**config.mk**
```make
export PLATFORM = sky130hd
export DESIGN_NAME = ysyx_24110015_pipe_ctrl
export DESIGN_NICKNAME = d
export VERILOG_FILES = /design/src/rtl/ysyx_24110015_pkg.sv /design/src/rtl/ysyx_24110015_hazard.sv /design/src/rtl/ysyx_24110015_pipe_ctrl.sv
export SDC_FILE = /design/constraint.sdc
export NUM_CORES = 1
export LEC_CHECK = 0
export BUFFER_PORTS_ARGS = -buffer_cell sky130_fd_sc_hd__buf_2
export CORE_ASPECT_RATIO = 1.75
export CORE_UTILIZATION = 25
export CTS_BUF_LIST = sky130_fd_sc_hd__clkbuf_4
export DETAILED_ROUTE_END_ITERATION = 10
export SLEW_MARGIN = 20
export SYNTH_ARGS = -nofsm -noshare
export SYNTH_HDL_FRONTEND = slang
export SYNTH_HIERARCHICAL = 1
export SYNTH_SLANG_ARGS = --single-unit
```
**constraint.sdc**
```tcl
create_clock -name clk -period 4.9 [get_ports clk]
set_input_delay 0.98 -clock clk [delete_from_list [all_inputs] [get_ports clk]]
set_output_delay 0.98 -clock clk [all_outputs]
set_load 0.005 [all_outputs]
```
**src/rtl/ysyx_24110015_pkg.sv**
```systemverilog
// Shared pipeline-control types: per-stage bookkeeping fields
// and stage indices used to address the stage arrays.
package ysyx_24110015_pkg;

  typedef struct packed {
    logic [4:0] rd;
    logic       rd_wen;
    logic       mem;
  } stage_t;

  localparam int STG_ID = 0;
  localparam int STG_EX = 1;
  localparam int STG_LS = 2;
  localparam int STG_WB = 3;
  localparam int NSTG   = 4;

  localparam stage_t STAGE_NULL = '0;

endpackage

```
**src/rtl/ysyx_24110015_hazard.sv**
```systemverilog
// RAW hazard detect: ID sources vs. pending EX/LS/WB writers.
// Ports: id_valid, rs1/rs2 + used flags, wr_en/wr_rd per stage, hazard.
import ysyx_24110015_pkg::*;

module ysyx_24110015_hazard (
  input  logic                        id_valid,
  input  logic [4:0]                  rs1,
  input  logic [4:0]                  rs2,
  input  logic                        rs1_used,
  input  logic                        rs2_used,
  input  logic [STG_WB:STG_EX]        wr_en,
  input  logic [STG_WB:STG_EX][4:0]   wr_rd,
  output logic                        hazard
);

  logic hit1;
  logic hit2;

  always_comb begin
    hit1 = 1'b0;
    hit2 = 1'b0;
    for (int s = STG_EX; s <= STG_WB; s++) begin
      if (wr_en[s] && (wr_rd[s] == rs1)) hit1 = 1'b1;
      if (wr_en[s] && (wr_rd[s] == rs2)) hit2 = 1'b1;
    end
    // x0 is hardwired, so reading it never waits
    hazard = id_valid &
             ((rs1_used & (rs1 != 5'd0) & hit1) |
              (rs2_used & (rs2 != 5'd0) & hit2));
  end

endmodule

```
**src/rtl/ysyx_24110015_pipe_ctrl.sv**
```systemverilog
// In-order 4-stage (ID/EX/LS/WB) pipeline controller with stalls,
// redirect flush and perf counters. Ports: IFU handshake, ID decode
// fields, ex_redirect/ls_done, stage enables/valids, rf_wen, counters.
import ysyx_24110015_pkg::*;

module ysyx_24110015_pipe_ctrl #(
  parameter int CNT_W = 32
) (
  input  logic             clk,
  input  logic             rst,
  input  logic             if_valid,
  output logic             if_ready,
  input  logic [4:0]       id_rs1,
  input  logic [4:0]       id_rs2,
  input  logic             id_rs1_used,
  input  logic             id_rs2_used,
  input  logic [4:0]       id_rd,
  input  logic             id_rd_wen,
  input  logic             id_mem,
  input  logic             ex_redirect,
  input  logic             ls_done,
  output logic             id_en,
  output logic             ex_en,
  output logic             ls_en,
  output logic             wb_en,
  output logic             id_valid,
  output logic             ex_valid,
  output logic             ls_valid,
  output logic             wb_valid,
  output logic             if_flush,
  output logic             rf_wen,
  output logic [CNT_W-1:0] stall_cnt,
  output logic [CNT_W-1:0] instret_cnt
);

  logic [NSTG-1:0] vld;
  stage_t          stg [NSTG];
  logic [4:0]      src1;
  logic [4:0]      src2;
  logic            src1_used;
  logic            src2_used;
  // low until the first edge after reset release
  logic            run;

  logic ls_ready;
  logic ex_ready;
  logic redirect;
  logic hazard;
  logic id_fire;

  logic [STG_WB:STG_EX]      wr_en;
  logic [STG_WB:STG_EX][4:0] wr_rd;

  always_comb begin
    wr_en = '0;
    wr_rd = '0;
    for (int s = STG_EX; s <= STG_WB; s++) begin
      wr_en[s] = vld[s] & stg[s].rd_wen;
      wr_rd[s] = stg[s].rd;
    end
  end

  ysyx_24110015_hazard u_hazard (
    .id_valid (vld[STG_ID]),
    .rs1      (src1),
    .rs2      (src2),
    .rs1_used (src1_used),
    .rs2_used (src2_used),
    .wr_en    (wr_en),
    .wr_rd    (wr_rd),
    .hazard   (hazard)
  );

  assign ls_ready = !vld[STG_LS] | !stg[STG_LS].mem | ls_done;
  assign ex_ready = !vld[STG_EX] | ls_ready;
  // redirect acts only when the EX entry actually moves on
  assign redirect = vld[STG_EX] & ex_redirect & ls_ready;
  assign id_fire  = vld[STG_ID] & !hazard & ex_ready & !redirect;
  assign if_ready = run & (!vld[STG_ID] | id_fire) & !redirect;

  assign id_en    = if_valid & if_ready;
  assign ex_en    = id_fire;
  assign ls_en    = vld[STG_EX] & ls_ready;
  assign wb_en    = vld[STG_LS] & ls_ready;
  assign if_flush = redirect;

  assign id_valid = vld[STG_ID];
  assign ex_valid = vld[STG_EX];
  assign ls_valid = vld[STG_LS];
  assign wb_valid = vld[STG_WB];
  assign rf_wen   = vld[STG_WB] & stg[STG_WB].rd_wen &
                    (stg[STG_WB].rd != 5'd0);

  always_ff @(posedge clk or negedge rst) begin
    if (!rst) begin
      run         <= 1'b0;
      vld         <= '0;
      src1        <= '0;
      src2        <= '0;
      src1_used   <= 1'b0;
      src2_used   <= 1'b0;
      stall_cnt   <= '0;
      instret_cnt <= '0;
      for (int s = 0; s < NSTG; s++) stg[s] <= STAGE_NULL;
    end else begin
      run <= 1'b1;

      if (redirect) begin
        vld[STG_ID] <= 1'b0;
      end else if (id_en) begin
        vld[STG_ID] <= 1'b1;
        stg[STG_ID] <= '{rd: id_rd, rd_wen: id_rd_wen, mem: id_mem};
        src1        <= id_rs1;
        src2        <= id_rs2;
        src1_used   <= id_rs1_used;
        src2_used   <= id_rs2_used;
      end else if (id_fire) begin
        vld[STG_ID] <= 1'b0;
      end

      if (ex_ready) begin
        vld[STG_EX] <= id_fire;
        if (id_fire) stg[STG_EX] <= stg[STG_ID];
      end

      if (ls_ready) begin
        vld[STG_LS] <= vld[STG_EX];
        if (ls_en) stg[STG_LS] <= stg[STG_EX];
      end

      vld[STG_WB] <= wb_en;
      if (wb_en) stg[STG_WB] <= stg[STG_LS];

      if (hazard)      stall_cnt   <= stall_cnt + CNT_W'(1);
      if (vld[STG_WB]) instret_cnt <= instret_cnt + CNT_W'(1);
    end
  end

endmodule

```
==> results of run 1 <==
## worst paths after layout
check	start	end	slack, ns	cells past startpoint
worst max-delay path	src2[0]	ex_en	0.82	8
worst min-delay path	stall_cnt[31]	stall_cnt[31]	0.48	1
worst max register to register	src2[0]	stall_cnt[30]	1.48	9
worst min register to register	stall_cnt[31]	stall_cnt[31]	0.48	1
max in group asynchronous	rst	stg[6]	3.71	2
min in group asynchronous	rst	stall_cnt[23]	0.55	2
## cell families (layout without fill, tap and decap cells)
logic type      Yosys count  in the layout  share of synthesized area, %
fa+ha+maj                 2              2                        0.4990
compound gates           10             10                         1.173
simple gates            138            138                         17.69
buf+inv                  19            130                         1.597
flops                   108            108                         53.91
xor+xnor                 92             92                         16.07
other cells               1              3                       0.07480
mux                      40             40                         8.984
## cell usage after synthesis (all sizes together)
cell | n | area (um2)
and4 | 4 | 35.03
nand3b | 1 | 11.26
nand3 | 36 | 180.2
or3b | 1 | 8.760
conb | 1 | 3.750
o21a | 1 | 7.510
nor3 | 6 | 35.03
and3 | 11 | 70.07
buf | 5 | 27.53
dfrtp | 108 | 2703
o211ai | 2 | 15.01
nor2 | 10 | 37.54
nand2 | 20 | 75.07
xnor2 | 59 | 516.8
o22ai | 1 | 6.260
ha | 2 | 25.02
inv | 13 | 48.80
o21ai | 5 | 25.02
and2 | 5 | 31.28
and4b | 1 | 10.01
clkbuf | 1 | 3.750
nand4b | 1 | 8.760
nor4 | 12 | 156.4
or4 | 3 | 22.52
mux2 | 40 | 450.4
a21oi | 1 | 5.000
xor2 | 33 | 289.0
nand4 | 27 | 205.2
## power breakdown
| group | internal (W) | switching, W |
|---|---|---|
| combinational | 0.000217 | 0.000177 |
| clock | 0.000157 | 0.000291 |
| sequential | 0.00102 | 0.000175 |
| total | 0.00139 | 0.000642 |
## metrics by stage
stage	instances	instance area (um2)	utilization [%]	setup slack, ns	power, W
floorplan	410	5014	-	2.006	0.001438
global placement	750	5804	29.53	1.350	0.001599
detailed placement	750	5804	29.53	1.364	0.001608
CTS	766	5934	30.19	0.7340	0.002072
global route	768	5939	30.22	0.5182	0.002155
finish	768	5939	30.22	0.8150	0.002034
## routing by layer
layer	global-route usage, %	vias to the layer above
met2	21.04	90
met4	6.029	0
met3	2.788	21
li1	-	1661
met5	0	-
met1	12.95	1740
## worst max-delay path, cell delays in order, from the launching register on
cell,delay [ns]
dfrtp_1,0.48
xor2_1,0.17
nor4_1,0.41
nand3_1,0.11
and3_1,0.16
o22ai_1,0.58
or3b_1,0.50
inv_1,0.07
buf_2,0.13
## sequential cells by signal, summed over array words and instances, names as in the netlist
signal and cells:
run 1, src1_used 1, src2 5, vld 4, src1 5, stg 27
instret_cnt 32, stall_cnt 32, src2_used 1
## area by class of cell
| type | count | area [um2] | share of cell area [%] |
|---|---|---|---|
| antenna | 2 | 5.005 | 0.08426 |
| clock buffer | 10 | 75.07 | 1.264 |
| clock inverter | 6 | 55.05 | 0.9269 |
| inverter | 13 | 48.80 | 0.8216 |
| multi-input combinational | 283 | 2231 | 37.56 |
| sequential | 108 | 2703 | 45.50 |
| tap | 245 | 306.5 | 5.161 |
| timing repair buffer | 101 | 515.5 | 8.679 |
## cell usage in the layout (no fill, tap or decap), drive strengths merged, types with 2 or more instances in the layout
cell type  synthesis  routed
dfrtp            108     108
buf                5     101
xnor2             59      59
mux2              40      40
nand3             36      36
xor2              33      33
nand4             27      27
nand2             20      20
inv               13      13
nor4              12      12
and3              11      11
nor2              10      10
clkbuf             1      10
nor3               6       6
and2               5       5
o21ai              5       5
clkinv             0       5
and4               4       4
or4                3       3
diode              0       2
ha                 2       2
o211ai             2       2
==> flow_summary_export.csv, run 1 <==
group,metric,value,unit
status,outcome,"finished, final reports clean",
worst_hold_path,hold_class,"flop to flop",
yosys,avgSynthCellArea,12.23,um2
power,power_leakage,2.836,nW
route,dr_wl_met3,390,um
clocking,cts_setup_buffers,0,
die,core-area,19650,um2
die,start_util,25.51,%
timing,hold_slack,0.4790,ns
layout,drive_gt1_share,31.86,%
critical_path,path_class,"flop to primary output",
timing,max_slew_margin,46.14,%
layout,area_growth_syn_to_layout,18.47,%
timing,finalSetupTns,0,ns
die,die_w,109.1,um
critical_path,crit_required,3.92,ns
job,max_cap_viol_count,0,
route,viasPerCell,4.573,
critical_path,cp.arrival,3.10,ns
yosys,ys_ff_latch,108,
critical_path,critPathMaxFanout,9,
yosys,syn-instance-count,410,
clocking,cts_resized,0,
yosys,synthesis.area,5014,um2
timing,rsz0062_at_grt,"no",
yosys,ys_seq_area_share,53.91,%
route,met1_length,4.498,mm
global_route,grt_max_degree,64,
timing,fmax,244.8,MHz
clocking,cts_buffer_depth,2,
clocking,cts_buffers,9,
die,die_area,20650,um2
clocking,htree_levels,3,
clocking,clock_latency,0.49,ns
route,drtIter0Drc,147,
critical_path,cp-end-kind,"primary output",
clocking,cts_root_buffer,"clkbuf_4",
route,wl_met2,6.167,mm
layout,fillers,2016,
global_route,gr-total-overflow,0,
clocking,cts_tree,"yes",
layout,fin_nets,542,
clocking,holdBufCountCts,0,
clocking,clkTransAtPathRegs,0.16,ns
route,drc_errors,0,
die,io_pins,99,
die,std_cell_rows,68,
clocking,clock_sink_count,108,
route,post_drt_wl_per_cell,14.79,um
timing,skew,0.01781,ns
route,topRoutingLayerUsed,"met4",
critical_path,critPathLaunchType,"flop",
placement,place_congestion,0.7877,
route,via_count,3512,
yosys,ys_types,36,
timing,hold_viol,0,
placement,portBuffers,98,
global_route,grt_usage,11.92,%
timing,fin_crit,4.085,ns
yosys,syn_nets,436,
yosys,ys_warn_count,6,
global_route,grt_pass1_wl,18.57,mm
route,ant_nets,0,
timing,setup_violations,0,
global_route,grt_pass1_vias,3595,
global_route,antenna_found_initial,2,
route,route.final.wire_length,11.36,mm
timing,worst_pin_slew,0.8078,ns
route,first_pass_iters,4,
timing,min_period_over_period,83.37,%
die,die_h,189.3,um
timing,finalMaxSlewViolations,0,
power,powerDensity,342.5,nW/um2
placement,dp_hpwl,8.512,mm
power,ir_drop,0.2066,mV
No activity file was read; power rests on OpenSTA's default activity.
==> run 2: changes to the inputs <==
- clock period: 4.9 -> 3.9 ns (I/O delays scaled with it)
==> flow_summary_export.csv, run 2 (same netlist as run 1, synthesis figures left out) <==
group,metric,value,unit
status,outcome,"finished, final reports clean",
clocking,cts_buffers,9,
critical_path,cp-end-kind,"primary output",
route,via_count,3457,
route,first_pass_iters,4,
placement,portBuffers,98,
critical_path,crit_chain,"or4_1, o211ai_1, o22ai_1, buf_4, or3b_1, buf_4, inv_1, buf_2",
layout,finalNonFillerCells,771,
layout,fin_nets,546,
power,intPower,0.001677,W
critical_path,crit_required,3.12,ns
timing,rsz0062_at_grt,"no",
power,power.sequential.fraction,60.5,%
clocking,cts_buffer_depth,2,
critical_path,critPathMaxFanout,9,
timing,min_period_over_period,90.37,%
critical_path,crit_slowest_cell,"or4_1",
global_route,grt_usage,11.95,%
layout,reg_top3,"instret_cnt x32, stall_cnt x32, stg x27",
global_route,grt_busiest_layer,"met2",
global_route,grtUsageMet1,13.16,%
critical_path,reg2reg_depth,10,
route,viasPerCell,4.484,
placement,place_congestion,0.8213,
power,switching_share,31.96,%
timing,fin_crit,3.524,ns
route,drc_errors,0,
timing,skew,0.02030,ns
global_route,grt_max_degree,44,
clocking,cts_root_buffer,"clkbuf_4",
worst_hold_path,hold_class,"input pin to async pin",
die,start_util,25.51,%
placement,dp_cells,754,
job,max_cap_viol_count,0,
clocking,clkTransAtPathRegs,0.16,ns
critical_path,cpMostUsedCell,"buf_4",
power,ir_drop,0.2556,mV
die,die_area,20650,um2
critical_path,reg2reg_to,"stall_cnt[22]",
critical_path,r2r_slack,0.88,ns
die,std_cell_rows,68,
power,power_leakage,2.836,nW
clocking,holdBufCountCts,0,
layout,area_growth_syn_to_layout,18.47,%
clocking,cts_tree,"yes",
critical_path,cp.arrival,2.74,ns
die,core-area,19650,um2
timing,finalMaxSlewViolations,0,
route,post_drt_wl_per_cell,14.73,um
timing,fmax,283.7,MHz
power,p_sw,0.0007876,W
layout,fin_area,5939,um2
global_route,gr-total-overflow,0,
route,ant_nets,0,
route,drtIter0Drc,80,
power,clkPwrFrac,19.7,%
timing,max_slew_margin,56.93,%
power,powerDensity,414.9,nW/um2
layout,mostFrequentLayoutCells,"dfrtp_1 (108), buf_2 (97), xnor2_1 (59)",
layout,fillers,2017,
critical_path,slowest_delay,0.61,ns
timing,hold_slack,0.2679,ns
global_route,grt_use_met3,2.651,%
timing,finalSetupTns,0,ns
layout,drive_gt1_share,32.25,%
die,io_pins,99,
timing,setup_violations,0,
global_route,grt_pass1_vias,3551,
power,power_frac_comb,19.7,%
placement,placed_area,5834,um2
power,power,0.002464,W
timing,worst_pin_slew,0.6413,ns
critical_path,critPathLaunchType,"flop",
route,route.final.wire_length,11.36,mm
clocking,cts_resized,0,
die,die_h,189.3,um
clocking,clock_sink_count,108,
clocking,clock_latency,0.49,ns
clocking,htree_levels,3,
global_route,use_met2,21.34,%
die,die_w,109.1,um
global_route,antenna_found_initial,1,
critical_path,path_class,"flop to primary output",
layout,mostFrequentLayoutCell,"dfrtp_1",
placement,dp_hpwl,8.493,mm
global_route,grt_pass1_wl,18.81,mm
critical_path,r2r_start,"src1[0]",
clocking,cts_setup_buffers,0,
timing,hold_viol,0,
-- run 2: changes by cell type in the layout (fill, tap and decap cells not counted), sizes merged --
cell,delta
clkinvlp,+1
buf,+4
bufinv,-1
clkbuf,-1
-- run 2: cell type report --
type	count	area, um2	area share, %
timing repair buffer	105	545.5	9.185
multi-input combinational	283	2231	37.56
antenna	2	5.005	0.08426
sequential	108	2703	45.50
clock inverter	6	32.53	0.5477
tap	245	306.5	5.161
clock buffer	9	67.56	1.138
inverter	13	48.80	0.8216
-- run 2: per-stage QoR --
stage                     worst slack (ns)  utilization (%)
final                               0.3758            30.22
after detailed placement            0.9319            29.69
after CTS                           0.3165            30.19
after global placement              0.9193            29.69
after floorplan                      1.206                -
after global routing                0.2299            30.21
-- run 2: worst max-delay path by stage --
stage,endpoint,slack [ns],from
after floorplan,ex_en,1.21,src2[0]
after global placement,ex_en,0.92,src2[0]
after detailed placement,ex_en,0.93,src2[0]
after CTS,ex_en,0.32,src2[0]
after global routing,ex_en,0.23,src2[0]
final,ex_en,0.38,src2[0]
-- run 2: power groups by stage --
| stage | combinational (W) | clock (W) | sequential (W) |
|---|---|---|---|
| after global placement | 0.000487 | 0 | 0.00152 |
| after detailed placement | 0.000492 | 0 | 0.00152 |
| after CTS | 0.000494 | 0.000527 | 0.00149 |
| after floorplan | 0.000348 | 0 | 0.00146 |
| after global routing | 0.000540 | 0.000557 | 0.00153 |
| final | 0.000487 | 0.000486 | 0.00149 |
-- run 2: routing by layer --
metal / share of wire, % / vias to the layer above
met2: 55 / 71
met1: 40 / 1714
met5: 0 / -
met3: 3.5 / 16
met4: 1.9 / 0
li1: - / 1656
-- run 2: critical path, delay by kind of cell, from the launching register on --
kind	cells	cell delay [ns]
flip-flops	1	0.48
AND/OR/NAND/NOR	2	0.98
AO/OA/AOI/OAI	2	0.28
buffers and inverters	4	0.52
==> run 3: changes to the inputs <==
- BUFFER_PORTS_ARGS: -buffer_cell sky130_fd_sc_hd__buf_2 -> -buffer_cell sky130_fd_sc_hd__buf_4
==> flow_summary_export.csv, run 3 (same netlist as run 1, synthesis figures left out) <==
group,metric,value,unit
layout,drive_gt1_share,32.76,%
layout,mostFrequentLayoutCells,"dfrtp_1 (108), buf_4 (102), xnor2_1 (59)",
layout,postLayoutCoreUtil,31.58,%
power,power_frac_comb,19.9,%
layout,area_growth_syn_to_layout,23.81,%
power,ir_drop,0.2513,mV
route,drc_errors,0,
die,die_area,20650,um2
timing,worst_pin_slew,0.9077,ns
worst_hold_path,hold_class,"input pin to async pin",
clocking,cts_buffer_depth,2,
layout,mostFrequentLayoutCell,"dfrtp_1",
critical_path,cp-end-kind,"primary output",
power,power,0.002598,W
power,switching_share,31.53,%
critical_path,path_class,"flop to primary output",
power,p_sw,0.0008193,W
global_route,grt_max_degree,72,
die,io_pins,99,
timing,hold_viol,0,
placement,dp_hpwl,8.649,mm
power,intPower,0.001779,W
clocking,clock_sink_count,108,
layout,reg_top3,"instret_cnt x32, stall_cnt x32, stg x27",
clocking,cts_buffers,9,
timing,finalSetupTns,0,ns
job,max_cap_viol_count,0,
placement,portBuffers,98,
critical_path,crit_slowest_cell,"dfrtp_1",
timing,finalMaxSlewViolations,0,
route,first_pass_iters,4,
timing,rsz0062_at_grt,"no",
die,std_cell_rows,68,
layout,fin_nets,543,
placement,place_congestion,0.8460,
critical_path,crit_required,3.12,ns
critical_path,crit_chain,"xor2_1, nor4_1, nand3_1, and3_1, o22ai_2, or3b_1, inv_1, buf_4",
global_route,antenna_found_initial,1,
die,die_h,189.3,um
route,drtIter0Drc,77,
timing,hold_slack,0.4129,ns
global_route,grt_usage,12.07,%
power,power_leakage,2.857,nW
critical_path,cp.arrival,2.83,ns
route,viasPerCell,4.612,
power,power.sequential.fraction,57.6,%
timing,skew,0.02171,ns
global_route,grt_pass1_wl,19.15,mm
die,core-area,19650,um2
clocking,clkTransAtPathRegs,0.17,ns
critical_path,critPathMaxFanout,9,
critical_path,critPathLaunchType,"flop",
die,start_util,25.51,%
timing,fin_crit,3.610,ns
clocking,cts_root_buffer,"clkbuf_4",
global_route,grt_pass1_vias,3772,
clocking,cts_setup_buffers,0,
route,ant_nets,0,
route,via_count,3542,
route,route.final.wire_length,11.53,mm
status,outcome,"finished, final reports clean",
timing,setup_violations,0,
die,die_w,109.1,um
timing,min_period_over_period,92.58,%
clocking,cts_tree,"yes",
timing,fmax,277.0,MHz
route,post_drt_wl_per_cell,15.01,um
power,clkPwrFrac,22.5,%
clocking,clock_latency,0.49,ns
power,powerDensity,418.6,nW/um2
clocking,htree_levels,3,
timing,max_slew_margin,39.49,%
critical_path,slowest_delay,0.49,ns
global_route,gr-total-overflow,0,
critical_path,cp.buffers_inverters,2,
critical_path,cpLargestDelayFamily,"simple AND/OR/NAND/NOR gates",
run 3: cell types whose count changed in the layout (fill, tap and decap cells not counted), sizes merged:
cell,change
buf,-3
clkinvlp,+1
inv,+1
bufinv,+1
clkinv,-2
diode,-1
run 3: per-stage QoR:
stage | instances | worst slack (ns) | area [um2]
after floorplan | 410 | 1.206 | 5014
after global placement | 751 | 0.5398 | 6055
after detailed placement | 751 | 0.5409 | 6055
after CTS | 767 | 0.1518 | 6205
after global routing | 768 | 0.1098 | 6207
final | 768 | 0.2895 | 6207
run 3: power by group through the flow:
stage | logic, W | clock network (W) | registers (W)
final | 0.000516 | 0.000585 | 0.00150
after global routing | 0.000570 | 0.000658 | 0.00153
after CTS | 0.000525 | 0.000626 | 0.00150
after detailed placement | 0.000521 | 0 | 0.00152
after global placement | 0.000510 | 0 | 0.00151
after floorplan | 0.000348 | 0 | 0.00146
run 3: worst paths after layout:
check / startpoint / endpoint / slack, ns / cells past startpoint
worst max-delay path: src2[0] / ex_en / 0.29 / 8
worst min-delay path: rst / instret_cnt[29] / 0.41 / 1
worst max register to register: src2[0] / stall_cnt[22] / 0.83 / 9
worst min register to register: stall_cnt[31] / stall_cnt[31] / 0.48 / 1
max in group asynchronous: rst / stall_cnt[3] / 2.63 / 2
min in group clk: stall_cnt[31] / stall_cnt[31] / 0.48 / 1
run 3: what timing repair did:
action / 4_1_cts / 5_1_grt
resized for setup: 1 / 0
hold buffers: 0 / 0
hold endpoints to repair: 0 / 0
endpoints found under the setup margin: 1 / 0
run 3: final cells by class:
class | instances | area (um2)
fill | 1957 | 13450
sequential | 108 | 2703
multi-input combinational | 283 | 2237
timing repair buffer | 102 | 765.7
tap | 245 | 306.5
clock inverter | 7 | 76.32
clock buffer | 9 | 67.56
inverter | 13 | 48.80
antenna | 1 | 2.502
run 3: worst register-to-register path: cells and delay by family (launching register included):
family	cells	cell delay, ns
xor+xnor	2	0.34
flops	1	0.49
simple gates	6	1.77
compound gates	1	0.38
run 3: metal layers:
layer  part of all wire [%]  track usage [%]  up-vias
met3                    3.5            2.444       22
met4                    3.0            6.185        0
li1                       -                -     1660
met1                     39            12.91     1776
met5                      0                0        -
met2                     54            21.77       84
